==> config.mk <==
export PLATFORM = sky130hd
export DESIGN_NAME = freq_peak_select
export DESIGN_NICKNAME = d
export VERILOG_FILES = /design/src/rtl/freq_peak_select.sv
export SDC_FILE = /design/constraint.sdc
export NUM_CORES = 1
export LEC_CHECK = 0
export CAP_MARGIN = 20
export CORE_ASPECT_RATIO = 0.5
export CORE_MARGIN = 2
export CORE_UTILIZATION = 55
export CTS_BUF_LIST = sky130_fd_sc_hd__clkbuf_4 sky130_fd_sc_hd__clkbuf_8 sky130_fd_sc_hd__clkbuf_16
export DETAILED_ROUTE_END_ITERATION = 10
export PLACE_DENSITY = 0.89
export SLEW_MARGIN = 25
export SYNTH_ARGS = -nofsm -noshare
export SYNTH_HDL_FRONTEND = slang
export SYNTH_SLANG_ARGS = --single-unit
==> constraint.sdc <==
create_clock -name clk -period 6.9 [get_ports clk]
set_input_delay 1.035 -clock clk [delete_from_list [all_inputs] [get_ports clk]]
set_output_delay 1.035 -clock clk [all_outputs]
set_load 0.005 [all_outputs]
==> src/rtl/freq_peak_select.sv <==
// freq_peak_select: picks the strongest per-bin arg_max result over one
// frequency sweep and presents it downstream with a valid/ready handshake.
//
// Ports:
//   clk, rst_n       clock, asynchronous active-low reset
//   m_axis_tvalid    upstream result valid
//   in_max, in_index upstream peak magnitude / time index
//   s_axis_tready    ready to accept an upstream result (registered)
//   threshold        detection threshold, sampled on bin 0 of each sweep
//   sweep_restart    synchronous sweep abort, highest priority
//   m_axis_tready    downstream ready
//   s_axis_tvalid    sweep result valid
//   peak_mag/index/freq, detect  registered sweep result
module freq_peak_select #(
  parameter int unsigned freq_bins       = 8,
  parameter int unsigned freq_index_bits = 3,
  parameter int unsigned index_bits      = 4,
  parameter int unsigned out_max_bits    = 4
) (
  input  logic                       clk,
  input  logic                       rst_n,
  input  logic                       m_axis_tvalid,
  input  logic [out_max_bits-1:0]    in_max,
  input  logic [index_bits-1:0]      in_index,
  output logic                       s_axis_tready,
  input  logic [out_max_bits-1:0]    threshold,
  input  logic                       sweep_restart,
  input  logic                       m_axis_tready,
  output logic                       s_axis_tvalid,
  output logic [out_max_bits-1:0]    peak_mag,
  output logic [index_bits-1:0]      peak_index,
  output logic [freq_index_bits-1:0] peak_freq,
  output logic                       detect
);

  localparam int unsigned FW = freq_index_bits;
  localparam int unsigned IW = index_bits;
  localparam int unsigned MW = out_max_bits;
  localparam logic [FW-1:0] LAST_BIN = FW'(freq_bins - 1);

  typedef enum logic {ACCUM = 1'b0, HOLD = 1'b1} state_t;

  state_t        state_q, state_d;
  logic [FW-1:0] bin_q, bin_d;
  logic [MW-1:0] thr_q, thr_d;
  logic [MW-1:0] best_mag_q, best_mag_d;
  logic [IW-1:0] best_idx_q, best_idx_d;
  logic [FW-1:0] best_freq_q, best_freq_d;
  logic          tready_d, tvalid_d, detect_d;
  logic [MW-1:0] peak_mag_d;
  logic [IW-1:0] peak_index_d;
  logic [FW-1:0] peak_freq_d;

  logic          xfer;
  logic          first_bin, last_bin, take;
  logic [MW-1:0] cand_mag, thr_eff;
  logic [IW-1:0] cand_idx;
  logic [FW-1:0] cand_freq;

  assign xfer      = m_axis_tvalid & s_axis_tready;
  assign first_bin = (bin_q == '0);
  assign last_bin  = (bin_q == LAST_BIN);
  // Bin 0 always loads; later bins win only on a strictly larger magnitude.
  assign take      = first_bin | (in_max > best_mag_q);
  assign cand_mag  = take ? in_max : best_mag_q;
  assign cand_idx  = take ? in_index : best_idx_q;
  assign cand_freq = take ? bin_q : best_freq_q;
  // On a single-bin sweep the threshold is sampled on the very edge it is used.
  assign thr_eff   = first_bin ? threshold : thr_q;

  // State and output registers.
  always_ff @(posedge clk or negedge rst_n) begin
    if (!rst_n) begin
      state_q       <= ACCUM;
      bin_q         <= '0;
      thr_q         <= '0;
      best_mag_q    <= '0;
      best_idx_q    <= '0;
      best_freq_q   <= '0;
      s_axis_tready <= 1'b0;
      s_axis_tvalid <= 1'b0;
      peak_mag      <= '0;
      peak_index    <= '0;
      peak_freq     <= '0;
      detect        <= 1'b0;
    end else begin
      state_q       <= state_d;
      bin_q         <= bin_d;
      thr_q         <= thr_d;
      best_mag_q    <= best_mag_d;
      best_idx_q    <= best_idx_d;
      best_freq_q   <= best_freq_d;
      s_axis_tready <= tready_d;
      s_axis_tvalid <= tvalid_d;
      peak_mag      <= peak_mag_d;
      peak_index    <= peak_index_d;
      peak_freq     <= peak_freq_d;
      detect        <= detect_d;
    end
  end

  // Next-state logic.
  always_comb begin
    state_d = state_q;
    if (sweep_restart) begin
      state_d = ACCUM;
    end else begin
      case (state_q)
        ACCUM:   if (xfer && last_bin) state_d = HOLD;
        HOLD:    if (m_axis_tready)    state_d = ACCUM;
        default: state_d = ACCUM;
      endcase
    end
  end

  // Next values of the datapath and registered outputs.
  always_comb begin
    bin_d        = bin_q;
    thr_d        = thr_q;
    best_mag_d   = best_mag_q;
    best_idx_d   = best_idx_q;
    best_freq_d  = best_freq_q;
    tvalid_d     = s_axis_tvalid;
    peak_mag_d   = peak_mag;
    peak_index_d = peak_index;
    peak_freq_d  = peak_freq;
    detect_d     = detect;
    tready_d     = (state_d == ACCUM);

    if (sweep_restart) begin
      // Abort: drop partial sweep and any pending result, keep last peak_*.
      bin_d       = '0;
      best_mag_d  = '0;
      best_idx_d  = '0;
      best_freq_d = '0;
      tvalid_d    = 1'b0;
    end else begin
      if (state_q == ACCUM && xfer) begin
        best_mag_d  = cand_mag;
        best_idx_d  = cand_idx;
        best_freq_d = cand_freq;
        if (first_bin) thr_d = threshold;
        if (last_bin) begin
          bin_d        = '0;
          peak_mag_d   = cand_mag;
          peak_index_d = cand_idx;
          peak_freq_d  = cand_freq;
          detect_d     = (cand_mag >= thr_eff);
          tvalid_d     = 1'b1;
        end else begin
          bin_d = bin_q + FW'(1);
        end
      end
      if (state_q == HOLD && m_axis_tready) tvalid_d = 1'b0;
    end
  end

endmodule

# Yosys cells after proc, flatten, opt, wreduce, memory -nomap -nowiden
# Index checks and enable logic that the tools add are counted.
# Widths: inputs -> output; s select.
# op_classes
addsub,1
magnitude_cmp,2
eq_ne,1
n_mux,21
n_bitwise,5
reduce_logical,10
# ops
cell,n
$mux 4,7
$mux 3,6
$mux 1,7
$reduce_bool 3->1,2
$ge 4x4->1,1
$gt 4x4->1,1
$reduce_and 2->1,2
$add 3x1->3 const B,1
$eq 3x3->1 const B,1
$logic_and 1x1->1,3
$logic_not 3->1,1
$not 1->1,3
$reduce_and 3->1,1
$pmux 1 s2,1
$reduce_bool 2->1,1
$and 1x1->1,1
$or 1x1->1,1
# word_totals
ff_bits,33
in_bits,17
out_inout_bits,14
word_cells,52

# Longest topological paths before layout
# depth
ltp_word,6
ltp_mapped,14
mapped_depth_nobuf,12

# Worst setup path after synthesis
# No wires, ideal clock.
# synth_path
path_type,input to register
start,input port in_max[3]
end,register detect
setup_time_ns,0.135
arrival_ns,2.969
required_time_ns,6.765
setup_slack_ns,3.795
stages,11
path_buffers,1
cell_sequence,ha_1 a21o_2 nor2_4 a21oi_2 buf_6 mux2_4 ha_1 a21o_1 a21o_1 a21oi_1 o21ai_0
# synth_via
elab_chain_cells,4
# synth_rtl
item,line_no,rtl
start: declaration,23,"input logic [out_max_bits-1:0] in_max,"
$gt 4x4->1,64,assign take = first_bin | (in_max > best_mag_q);
$or 1x1->1,64,
$mux 4 *,65,assign cand_mag = take ? in_max : best_mag_q;
$ge 4x4->1 *,148,detect_d = (cand_mag >= thr_eff);
end signal: assignment,98,detect <= detect_d;
end: declaration,33,output logic detect
# Mark *: on every way between the ends. The rest lies on a longest branch, timed or not.
# A chain may end at the register's enable or synchronous reset.

# Worst setup path in the final report
# layout_path
start,input port in_max[0]
end,register detect
# Same word-level chain as after synthesis.

==> results.sh <==
export IMPL_status="finished clean"
export IMPL_root_buffer="clkbuf_8"
export IMPL_die_w_um=83.9
export IMPL_r2r_setup_slack_ps=3530
export IMPL_synth_edf_count=0
export IMPL_die_area_mm2=0.00369
export IMPL_coreArea_mm2=0.00303
export IMPL_cts_tree="built"
export IMPL_yosysMostFrequentCell="dfrtp_1"
export IMPL_synth_area_leader_cell="dfrtp_1"
export IMPL_crit_fanout=10
export IMPL_vias=1257
export IMPL_period_share_pct=57.7
export IMPL_fin_crit_ps=3980
export IMPL_nNetsFinal=219
export IMPL_cp_end_kind="register"
export IMPL_n_antenna_cell=0
export IMPL_hold_viol=0
export IMPL_placed_cells=224
export IMPL_vdd_drop_max_mv=0.130
export IMPL_power_density_mw_per_mm2=208
export IMPL_numPortBuffers=30
export IMPL_crit_chain="clkdlybuf4s50_1 > inv_1 > ha_1 > and2b_2 > o211ai_2 > a21oi_2 > mux2i_1 > ha_1 > nand2b_1 > a21o_1 > a21o_1 > a21oi_1 > o21ai_0"
export IMPL_grt_max_degree=34
export IMPL_cts_made_buffers=5
export IMPL_dieHeight_um=44.0
export IMPL_io_pin_count=31
export IMPL_synth_top_area_share_pct=47.0
export IMPL_fin_tns_setup_ps=0
export IMPL_tightest_slew_ps=749
export IMPL_ys_ff_latch=33
export IMPL_drv_cap=0
export IMPL_cp_slowest_cell="a21oi_2"
export IMPL_clk_pin_slew_ps=60
export IMPL_cts_sinks=33
export IMPL_whs_endpoint="peak_index[0]"
export IMPL_drive_above_1_share_pct=14.6
export IMPL_synth_commonest_cells="dfrtp_1, mux2i_1, nand2_1"
export IMPL_routed_via_density=5.42
export IMPL_antenna_found_initial=0
export IMPL_holdPathStages=2
export IMPL_first_global_vias=1296
export IMPL_critPathKind="in2reg"
export IMPL_grt_pass1_wl_um=6180
export IMPL_htree_levels=2
export IMPL_gp_congestion=0.827
export IMPL_slew_violations=0
export IMPL_cts_hold_fix_buffers=0
export IMPL_netlist_instances=160
export IMPL_worst_r2r_endpoint="detect"
export IMPL_yosysWarnings=0
export IMPL_yosys_most_used_dff="dfrtp_1"
export IMPL_slowest_delay_ps=640
export IMPL_gr_total_overflow=0
export IMPL_fin_worst_skew_ps=6.72
export IMPL_cts_resized=0
export IMPL_synthTopCellsByArea="dfrtp_1, mux2i_1, ha_1"
export IMPL_syn_num_nets=188
export IMPL_rsz0062_at_grt="false"
export IMPL_post_cts_buffers=0
export IMPL_initial_core_util_pct=58.0
export IMPL_fmax_mhz=251
export IMPL_drt_wl_total_um=3570
export IMPL_synth_cell_types=29
export IMPL_rr_worst_depth=12
export IMPL_dr_pass1_iters=4
export IMPL_grt_usage_pct=22.5
export IMPL_relSlewSlack_pct=50.1
export IMPL_avgSynthCellArea_um2=11.0
export IMPL_power_uw=455
export IMPL_layoutNonFillerInstCount=232
export IMPL_start_kind="input port"
export IMPL_power_leakage_uw=0.00108
export IMPL_hpwl_um=2610
export IMPL_fin_area_mm2=0.00218
export IMPL_finalSetupViolCount=0
export IMPL_ant_nets=0
export IMPL_fin_util_pct=72.0
export IMPL_drt_wirelength_per_cell_um=15.4
export IMPL_syn_area_mm2=0.00176
export IMPL_rows=14
export IMPL_synth_async_reset_ratio_pct=100
export IMPL_reg2reg_from="bin_q[0]"
export IMPL_cts_path_max_buffers=2
export IMPL_critPathRequiredTime_ps=7040
export IMPL_worstPathArrival_ps=4120
export IMPL_min_delay_start="peak_index[0]"
export IMPL_drtIter0Drc=63
export IMPL_clkLatencyLatePin_ps=290
export IMPL_dpl_cell_area_mm2=0.00207
export IMPL_drc=0
export IMPL_hold_path_class="reg2reg"
export IMPL_synth_seq_area_share_pct=47.0
export IMPL_syn_to_final_growth_pct=24.3
worst max-delay path by stage:
stage	from	to	slack (ps)	cells after the start
6_report	in_max[0]	detect	2920	13
5_1_grt	in_max[0]	detect	2800	13
4_1_cts	in_max[0]	detect	2980	13
3_5_place_dp	in_max[0]	detect	2680	13
3_3_place_gp	in_max[0]	detect	2810	13
2_1_floorplan	in_max[3]	detect	3800	11
area by class of cell:
| type | instances | area, um^2 |
|---|---|---|
| Fill cell | 206 | 847 |
| Sequential cell | 33 | 826 |
| Clock inverter | 1 | 5.00 |
| Tap cell | 40 | 50.0 |
| Clock buffer | 7 | 96.3 |
| Timing Repair Buffer | 31 | 308 |
| Inverter | 8 | 30.0 |
| Multi-Input combinational cell | 112 | 868 |
routing by layer:
layer | vias to the layer above | wire [um] | global-route usage, %
met5 | - | 0 | 0
met4 | 0 | 44 | 6.77
met3 | 6 | 123 | 7.81
met2 | 18 | 1730 | 38.7
met1 | 619 | 1670 | 27.7
li1 | 614 | - | -
where the power goes:
group	total, uW	switching (uW)	internal [uW]
logic	85.4	43.4	42.0
clock network	160	70.3	90.1
registers	209	5.95	203
placed cells by master (no fill, tap or decap):
cell             synthesis  routed
a211oi_1                 3       2
a211oi_4                 0       1
a21o_1                   3       3
a21o_2                   1       1
a21oi_1                  9       9
a21oi_2                  1       1
and2b_2                  1       1
buf_4                    1       1
clkbuf_8                 0       7
clkdlybuf4s50_1          0      30
clkinv_2                 0       1
dfrtp_1                 33      33
ha_1                    11      11
inv_1                    8       8
mux2_2                   5       5
mux2_4                   3       3
mux2i_1                 21      21
nand2_1                 16      16
nand2b_1                 2       2
nand3b_4                 1       1
nand4_2                  1       1
nor2_1                  15      15
nor2_2                   2       2
nor2_4                   1       1
nor2b_1                  1       1
nor2b_2                  1       1
nor3_1                   1       1
o211a_1                  2       2
o211ai_2                 1       1
o21ai_0                  9       9
o31ai_1                  1       1
stage by stage:
stage / hold WS, ps / setup slack, ps
floorplan: 473 / 3800
global placement: 466 / 2810
detailed placement: 483 / 2680
CTS: 497 / 2980
global route: 540 / 2800
finish: 487 / 2920
critical path, delay by kind of cell:
kind	cells	cell delay (ps)
multiplexers	1	360
AND/OR/NAND/NOR	2	360
buffers and inverters	2	570
adder cells (fa/ha/maj)	2	450
AO/OA/AOI/OAI	6	1350
flip-flops by register name (all words and copies together), names as in the netlist:
signal	flops
s_axis_tvalid	1
peak_freq	3
peak_index	4
detect	1
best_freq_q	3
bin_q	3
best_idx_q	4
state_q	1
s_axis_tready	1
best_mag_q	4
peak_mag	4
thr_q	4
cell families after synthesis:
family                     count (synthesis)  share of synthesized area [%]
adders and majority gates                 11                           7.83
buffers and inverters                     15                           4.27
and+or+nand+nor                           42                           12.2
AOI/OAI and AO/OA                         30                           11.0
DFF                                       33                           47.0
muxes                                     29                           17.7
(Power assumes the default switching activity.)
